===== src/rtl/alarm_bank.sv =====
// Multi-channel BCD alarm controller: stores N_ALARMS HH:MM slots, detects
// rising matches against the running time and drives one shared ringer.
//
// state   | meaning
// IDLE    | no ring in progress; serves lowest pending slot
// RINGING | alarm/beep active for alarm_id until ack, snooze or timeout
// SNOOZE  | silent countdown in minutes before re-ringing alarm_id
module alarm_bank #(
  parameter int N_ALARMS    = 4,
  parameter int ID_W        = 2,
  parameter int RING_SECS   = 60,
  parameter int SNOOZE_MINS = 5,
  parameter int MAX_SNOOZE  = 3
) (
  input  logic            clk,
  input  logic            reset,
  input  logic            sec_tick,
  input  logic            min_tick,
  input  logic [3:0]      uminuto,
  input  logic [3:0]      dminuto,
  input  logic [3:0]      uhoras,
  input  logic [3:0]      dhoras,
  input  logic            wr_en,
  input  logic [ID_W-1:0] wr_idx,
  input  logic [15:0]     wr_time,
  input  logic            wr_enable,
  input  logic [ID_W-1:0] rd_idx,
  output logic [15:0]     rd_time,
  output logic            rd_enable,
  input  logic            ack,
  input  logic            snooze,
  output logic            alarm,
  output logic            beep,
  output logic [ID_W-1:0] alarm_id,
  output logic            snoozing,
  output logic            missed
);

  typedef enum logic [1:0] {IDLE, RINGING, SNOOZE} state_t;

  localparam logic [7:0] RING_LD   = 8'(RING_SECS);
  localparam logic [3:0] SNOOZE_LD = 4'(SNOOZE_MINS);
  localparam logic [3:0] SNZ_MAX   = 4'(MAX_SNOOZE);

  state_t                state, state_nxt;
  logic [15:0]           slot_time [N_ALARMS];
  logic [N_ALARMS-1:0]   slot_en;
  logic [N_ALARMS-1:0]   pending, pending_nxt;
  logic [N_ALARMS-1:0]   prev_match, match, trigger;
  logic [ID_W-1:0]       id_r, id_nxt, sel_idx;
  logic                  sel_vld;
  logic [7:0]            ring_cnt, ring_nxt;
  logic [3:0]            snz_cnt, snz_nxt;
  logic [3:0]            min_cnt, min_nxt;
  logic                  beep_r, beep_nxt;
  logic                  missed_r, missed_nxt;
  logic                  abort;
  logic [15:0]           cur_time;

  assign cur_time = {dhoras, uhoras, dminuto, uminuto};

  always_comb begin
    match = '0;
    for (int i = 0; i < N_ALARMS; i++)
      match[i] = slot_en[i] && (slot_time[i] == cur_time);
  end

  assign trigger = match & ~prev_match;

  always_comb begin
    sel_idx = '0;
    sel_vld = 1'b0;
    for (int i = N_ALARMS - 1; i >= 0; i--) begin
      if (pending[i]) begin
        sel_idx = ID_W'(i);
        sel_vld = 1'b1;
      end
    end
  end

  // Disabling the slot currently being serviced cancels the ring silently.
  assign abort = wr_en && !wr_enable && (wr_idx == id_r) && (state != IDLE);

  always_comb begin
    state_nxt   = state;
    pending_nxt = pending | trigger;
    id_nxt      = id_r;
    ring_nxt    = ring_cnt;
    snz_nxt     = snz_cnt;
    min_nxt     = min_cnt;
    beep_nxt    = beep_r;
    missed_nxt  = missed_r;
    if (ack)
      missed_nxt = 1'b0;
    case (state)
      IDLE: begin
        beep_nxt = 1'b0;
        if (sel_vld) begin
          pending_nxt[sel_idx] = 1'b0;
          id_nxt    = sel_idx;
          ring_nxt  = RING_LD;
          snz_nxt   = '0;
          state_nxt = RINGING;
        end
      end
      RINGING: begin
        if (ack) begin
          state_nxt = IDLE;
          beep_nxt  = 1'b0;
        end else if (abort) begin
          state_nxt         = IDLE;
          beep_nxt          = 1'b0;
          pending_nxt[id_r] = 1'b0;
        end else if (snooze) begin
          beep_nxt = 1'b0;
          if (snz_cnt < SNZ_MAX) begin
            state_nxt = SNOOZE;
            snz_nxt   = snz_cnt + 4'd1;
            min_nxt   = SNOOZE_LD;
          end else begin
            state_nxt  = IDLE;
            missed_nxt = 1'b0;
          end
        end else if (sec_tick) begin
          if (ring_cnt == 8'd1) begin
            state_nxt  = IDLE;
            beep_nxt   = 1'b0;
            missed_nxt = 1'b1;
          end else begin
            ring_nxt = ring_cnt - 8'd1;
            beep_nxt = ~beep_r;
          end
        end
      end
      SNOOZE: begin
        beep_nxt = 1'b0;
        if (ack) begin
          state_nxt = IDLE;
        end else if (abort) begin
          state_nxt         = IDLE;
          pending_nxt[id_r] = 1'b0;
        end else if (min_tick) begin
          if (min_cnt == 4'd1) begin
            state_nxt = RINGING;
            ring_nxt  = RING_LD;
          end else begin
            min_nxt = min_cnt - 4'd1;
          end
        end
      end
      default: state_nxt = IDLE;
    endcase
  end

  always_ff @(posedge clk) begin
    if (reset) begin
      state      <= IDLE;
      pending    <= '0;
      prev_match <= '0;
      slot_en    <= '0;
      id_r       <= '0;
      ring_cnt   <= '0;
      snz_cnt    <= '0;
      min_cnt    <= '0;
      beep_r     <= 1'b0;
      missed_r   <= 1'b0;
      for (int i = 0; i < N_ALARMS; i++)
        slot_time[i] <= '0;
    end else begin
      state      <= state_nxt;
      pending    <= pending_nxt;
      prev_match <= match;
      id_r       <= id_nxt;
      ring_cnt   <= ring_nxt;
      snz_cnt    <= snz_nxt;
      min_cnt    <= min_nxt;
      beep_r     <= beep_nxt;
      missed_r   <= missed_nxt;
      if (wr_en) begin
        slot_time[wr_idx] <= wr_time;
        slot_en[wr_idx]   <= wr_enable;
      end
    end
  end

  assign rd_time   = slot_time[rd_idx];
  assign rd_enable = slot_en[rd_idx];
  assign alarm     = (state == RINGING);
  assign snoozing  = (state == SNOOZE);
  assign beep      = beep_r;
  assign alarm_id  = id_r;
  assign missed    = missed_r;

endmodule

===== config.mk =====
export PLATFORM = sky130hd
export DESIGN_NAME = alarm_bank
export DESIGN_NICKNAME = d
export VERILOG_FILES = /design/src/rtl/alarm_bank.sv
export SDC_FILE = /design/constraint.sdc
export NUM_CORES = 1
export LEC_CHECK = 0
export CAP_MARGIN = 20
export CORE_MARGIN = 10
export CORE_UTILIZATION = 60
export CTS_CLUSTER_SIZE = 8
export DETAILED_ROUTE_END_ITERATION = 7
export PLACE_DENSITY = 0.85
export SYNTH_ARGS = -nofsm -noshare
export SYNTH_HDL_FRONTEND = slang
export SYNTH_SLANG_ARGS = --single-unit

===== constraint.sdc =====
create_clock -name clk -period 3.2 [get_ports clk]
set_clock_uncertainty 0.05 [all_clocks]
set_input_delay 0.64 -clock clk [delete_from_list [all_inputs] [get_ports clk]]
set_output_delay 0.64 -clock clk [all_outputs]
set_load 0.01 [all_outputs]

==> summary.txt <==
Status -> finished clean
Distinct cell type count after synthesis -> 49
Worst relative slew slack -> 0.503
Via/cell ratio -> 6.16
Crit. End Element -> primary output
Nets -> 611
EDFF count, synth -> 64
Max cap viols -> 0
Reg2Reg Depth -> 8
Synth Area in Simple Gates -> 0.169
Most instantiated cells after synthesis -> 64 x edfxtp_1, 64 x nor2_1, 40 x xnor2_1
CP required -> 2510 ps
DR iter-0 viols -> 283
Setup Buffers After CTS -> 0
Share of the synthesized area in the top cell type -> 0.361
RSZ-0062 raised after global routing -> no
Cell Area, Synth -> 0.00532 mm^2
Area taken by multi-input logic gates -> 0.00247 mm^2
Worst slew pin tran -> 739 ps
Fmax -> 323 MHz
Min Tclk post-route -> 3100 ps
Area Growth Syn to Fin -> 18.0%
Top cells by area, synth -> edfxtp_1 36%, dfxtp_1 13%, mux4_2 7.2%
Adder-Cell Fraction of Synth Area -> 0.0235
Worst setup SP type -> input port
Slowest stage cell, crit path -> mux4_2
Lkg Pwr -> 2.27 nW
H-Tree Depth -> 3
Most used cell along the critical path -> clkdlybuf4s50_1
Largest family of logic cells by synthesized area -> simple AND/OR/NAND/NOR gates
R2r endpoint -> ring_cnt[3]
Die height -> 114 um
Filler cells -> 617
Io pins -> 67
Reg clk slew, reported paths -> 100 ps
GRT overflow -> 0
Mapped Nets -> 551
Flop-to-flop setup slack -> 740 ps
First-pass GRT wire length -> 22,000 um
Synthesis Warnings -> 0
Hold_buf cts -> 0
Final hold viol count -> 0
WP data arrival -> 2410 ps
Port bufs -> 66
WS Path Type -> input port to primary output
Diodes inserted -> 0
Routed wire length -> 14,000 um
Critical Path End -> rd_time[3]
PostCTS Resize Cnt -> 0
Antenna viol nets, final -> 0
XOR/XNOR share of the synthesized area -> 0.112
Hpwl dp -> 10,200 um
Worst skew pair latency -> 370 ps
Core region area -> 0.00868 mm^2
Routability Congestion -> 0.880
Mapped Avg Cell Area -> 10.7 um^2
Die ar. -> 0.0130 mm^2
CP max stage delay -> 560 ps
#FFs+latches synth -> 98
Largest net degree at the start of global routing -> 29
Setup Viol. Count Final -> 0
Final std cells w/o fill -> 670
CP top delay family -> buffers and inverters
DR pass1 iterations -> 5
Root Driver -> clkbuf_8
IR Drop Worst-Case VDD -> 0.280 mV
Synth Flop Type -> edfxtp_1
Slew Viols, Final -> 0
CTS tree -> done
Setup_tns -> 0 ps
Die width -> 114 um
Setup crit start -> rd_idx[0]
Post-synth ARST share -> 0
HP Class -> register to register
Yosys top cell by area -> edfxtp_1
Clock sinks -> 98
Buf/Inv on CP -> 3
Inserted Clock Buffers -> 9
Synth Area in Compound Gates -> 0.0809
Power density over the cells -> 467 mW/mm^2
Placed Instances -> 654
Total Routing Usage GR -> 0.214
CP Depth -> 4
DRC viols -> 0
Period utilization -> 0.968
Crit-path max FO -> 17
Clock Tree Buf Depth -> 2
Via count -> 4,129
Share of layout cells above drive strength 1 -> 0.0979
Sequential-to-total area share from yosys stat -> 0.489
Initial antenna violation count -> 0
DR WL/cell -> 20.9 um
Synthesized netlist cell count -> 497
Crit-path cells -> clkdlybuf4s50_1, buf_12, mux4_2, clkdlybuf4s50_1
Vias in the first global route -> 4,271
Multiplexer share of the synthesized area -> 0.0795
Sequential standard cell area -> 0.00260 mm^2
Cell row count -> 34
Reg2reg start -> state[1]
Initial Utilization -> 0.613
## cell type report
type,instances,area share
flip-flops and latches,98,0.415
multi-input cells,337,0.394
repair buffers,79,0.123
well taps,108,0.0215
clock buffers,9,0.0197
inverters,32,0.0191
clock inverters,7,0.00837
## tightest hold or removal path: stages (launching register included)
cell,delay (ps)
dfxtp_1,330
nand2_1,60
a21oi_1,60
## logic make-up (layout without fill, tap and decap cells)
| group | Yosys count | after routing |
|---|---|---|
| xor gates and xnor gates | 68 | 68 |
| adders and majority gates | 10 | 10 |
| AOI/OAI and AO/OA | 58 | 58 |
| muxes | 21 | 21 |
| and+or+nand+nor | 180 | 180 |
| buffers and inverters | 62 | 127 |
| DFF | 98 | 98 |
## worst min path at each step
stage,slack (ps),cells after the start,from,to
finish,440,2,ring_cnt[1],ring_cnt[1]
global placement,390,2,ring_cnt[1],ring_cnt[1]
floorplan,380,2,ring_cnt[1],ring_cnt[1]
detailed placement,420,2,ring_cnt[1],ring_cnt[1]
global route,460,2,ring_cnt[1],ring_cnt[1]
CTS,440,2,ring_cnt[1],ring_cnt[1]
## registers in the layout, indices dropped and copies added, names as in the netlist
register	flops
ring_cnt	8
state	2
pending	4
alarm_id	2
beep	1
snz_cnt	4
slot_time	64
missed	1
prev_match	4
min_cnt	4
slot_en	4
## through the flow
step                      utilization  instance area (um^2)  worst slack (ps)  power (mW)  hold slack (ps)
after global placement          0.703                  6100               111        2.17              391
after CTS                       0.723                  6280              92.6        2.94              438
after detailed placement        0.703                  6100              88.6        2.20              424
final                           0.723                  6280               104        2.93              435
after floorplan                     -                  5320               545        1.93              382
after global routing            0.723                  6280              45.7        3.05              457
## cells in the final DEF, fill, tap and decap left out, drive strengths merged, types with 4 or more instances in the layout
master,Yosys,layout
a211oi,4,4
a21oi,10,10
a31oi,8,8
a41oi,6,6
and2,5,5
buf,6,13
clkbuf,24,9
clkdlybuf4s50,0,66
dfxtp,34,34
edfxtp,64,64
ha,10,10
inv,32,35
mux2i,4,4
mux4,17,17
nand2,37,37
nand2b,5,5
nand3,9,9
nand4,9,9
nor2,64,64
nor3,9,9
nor4,12,12
o21ai,6,6
o31ai,8,8
or4,9,9
xnor2,40,40
xor2,28,28
## metal layers
metal,up-vias,global-route usage,routed length (um)
li1,1899,-,-
met1,2004,0.235,5200
met2,184,0.389,7360
met3,42,0.0377,911
met4,0,0.0994,526
met5,-,0,0
## report_power, final
part	total (mW)	leakage (nW)	internal [mW]	switching [mW]
Combinational	0.653	1.28	0.310	0.343
Sequential	1.53	0.905	1.44	0.0817
Clock	0.753	0.0872	0.290	0.463
(Power assumes the default switching activity.)
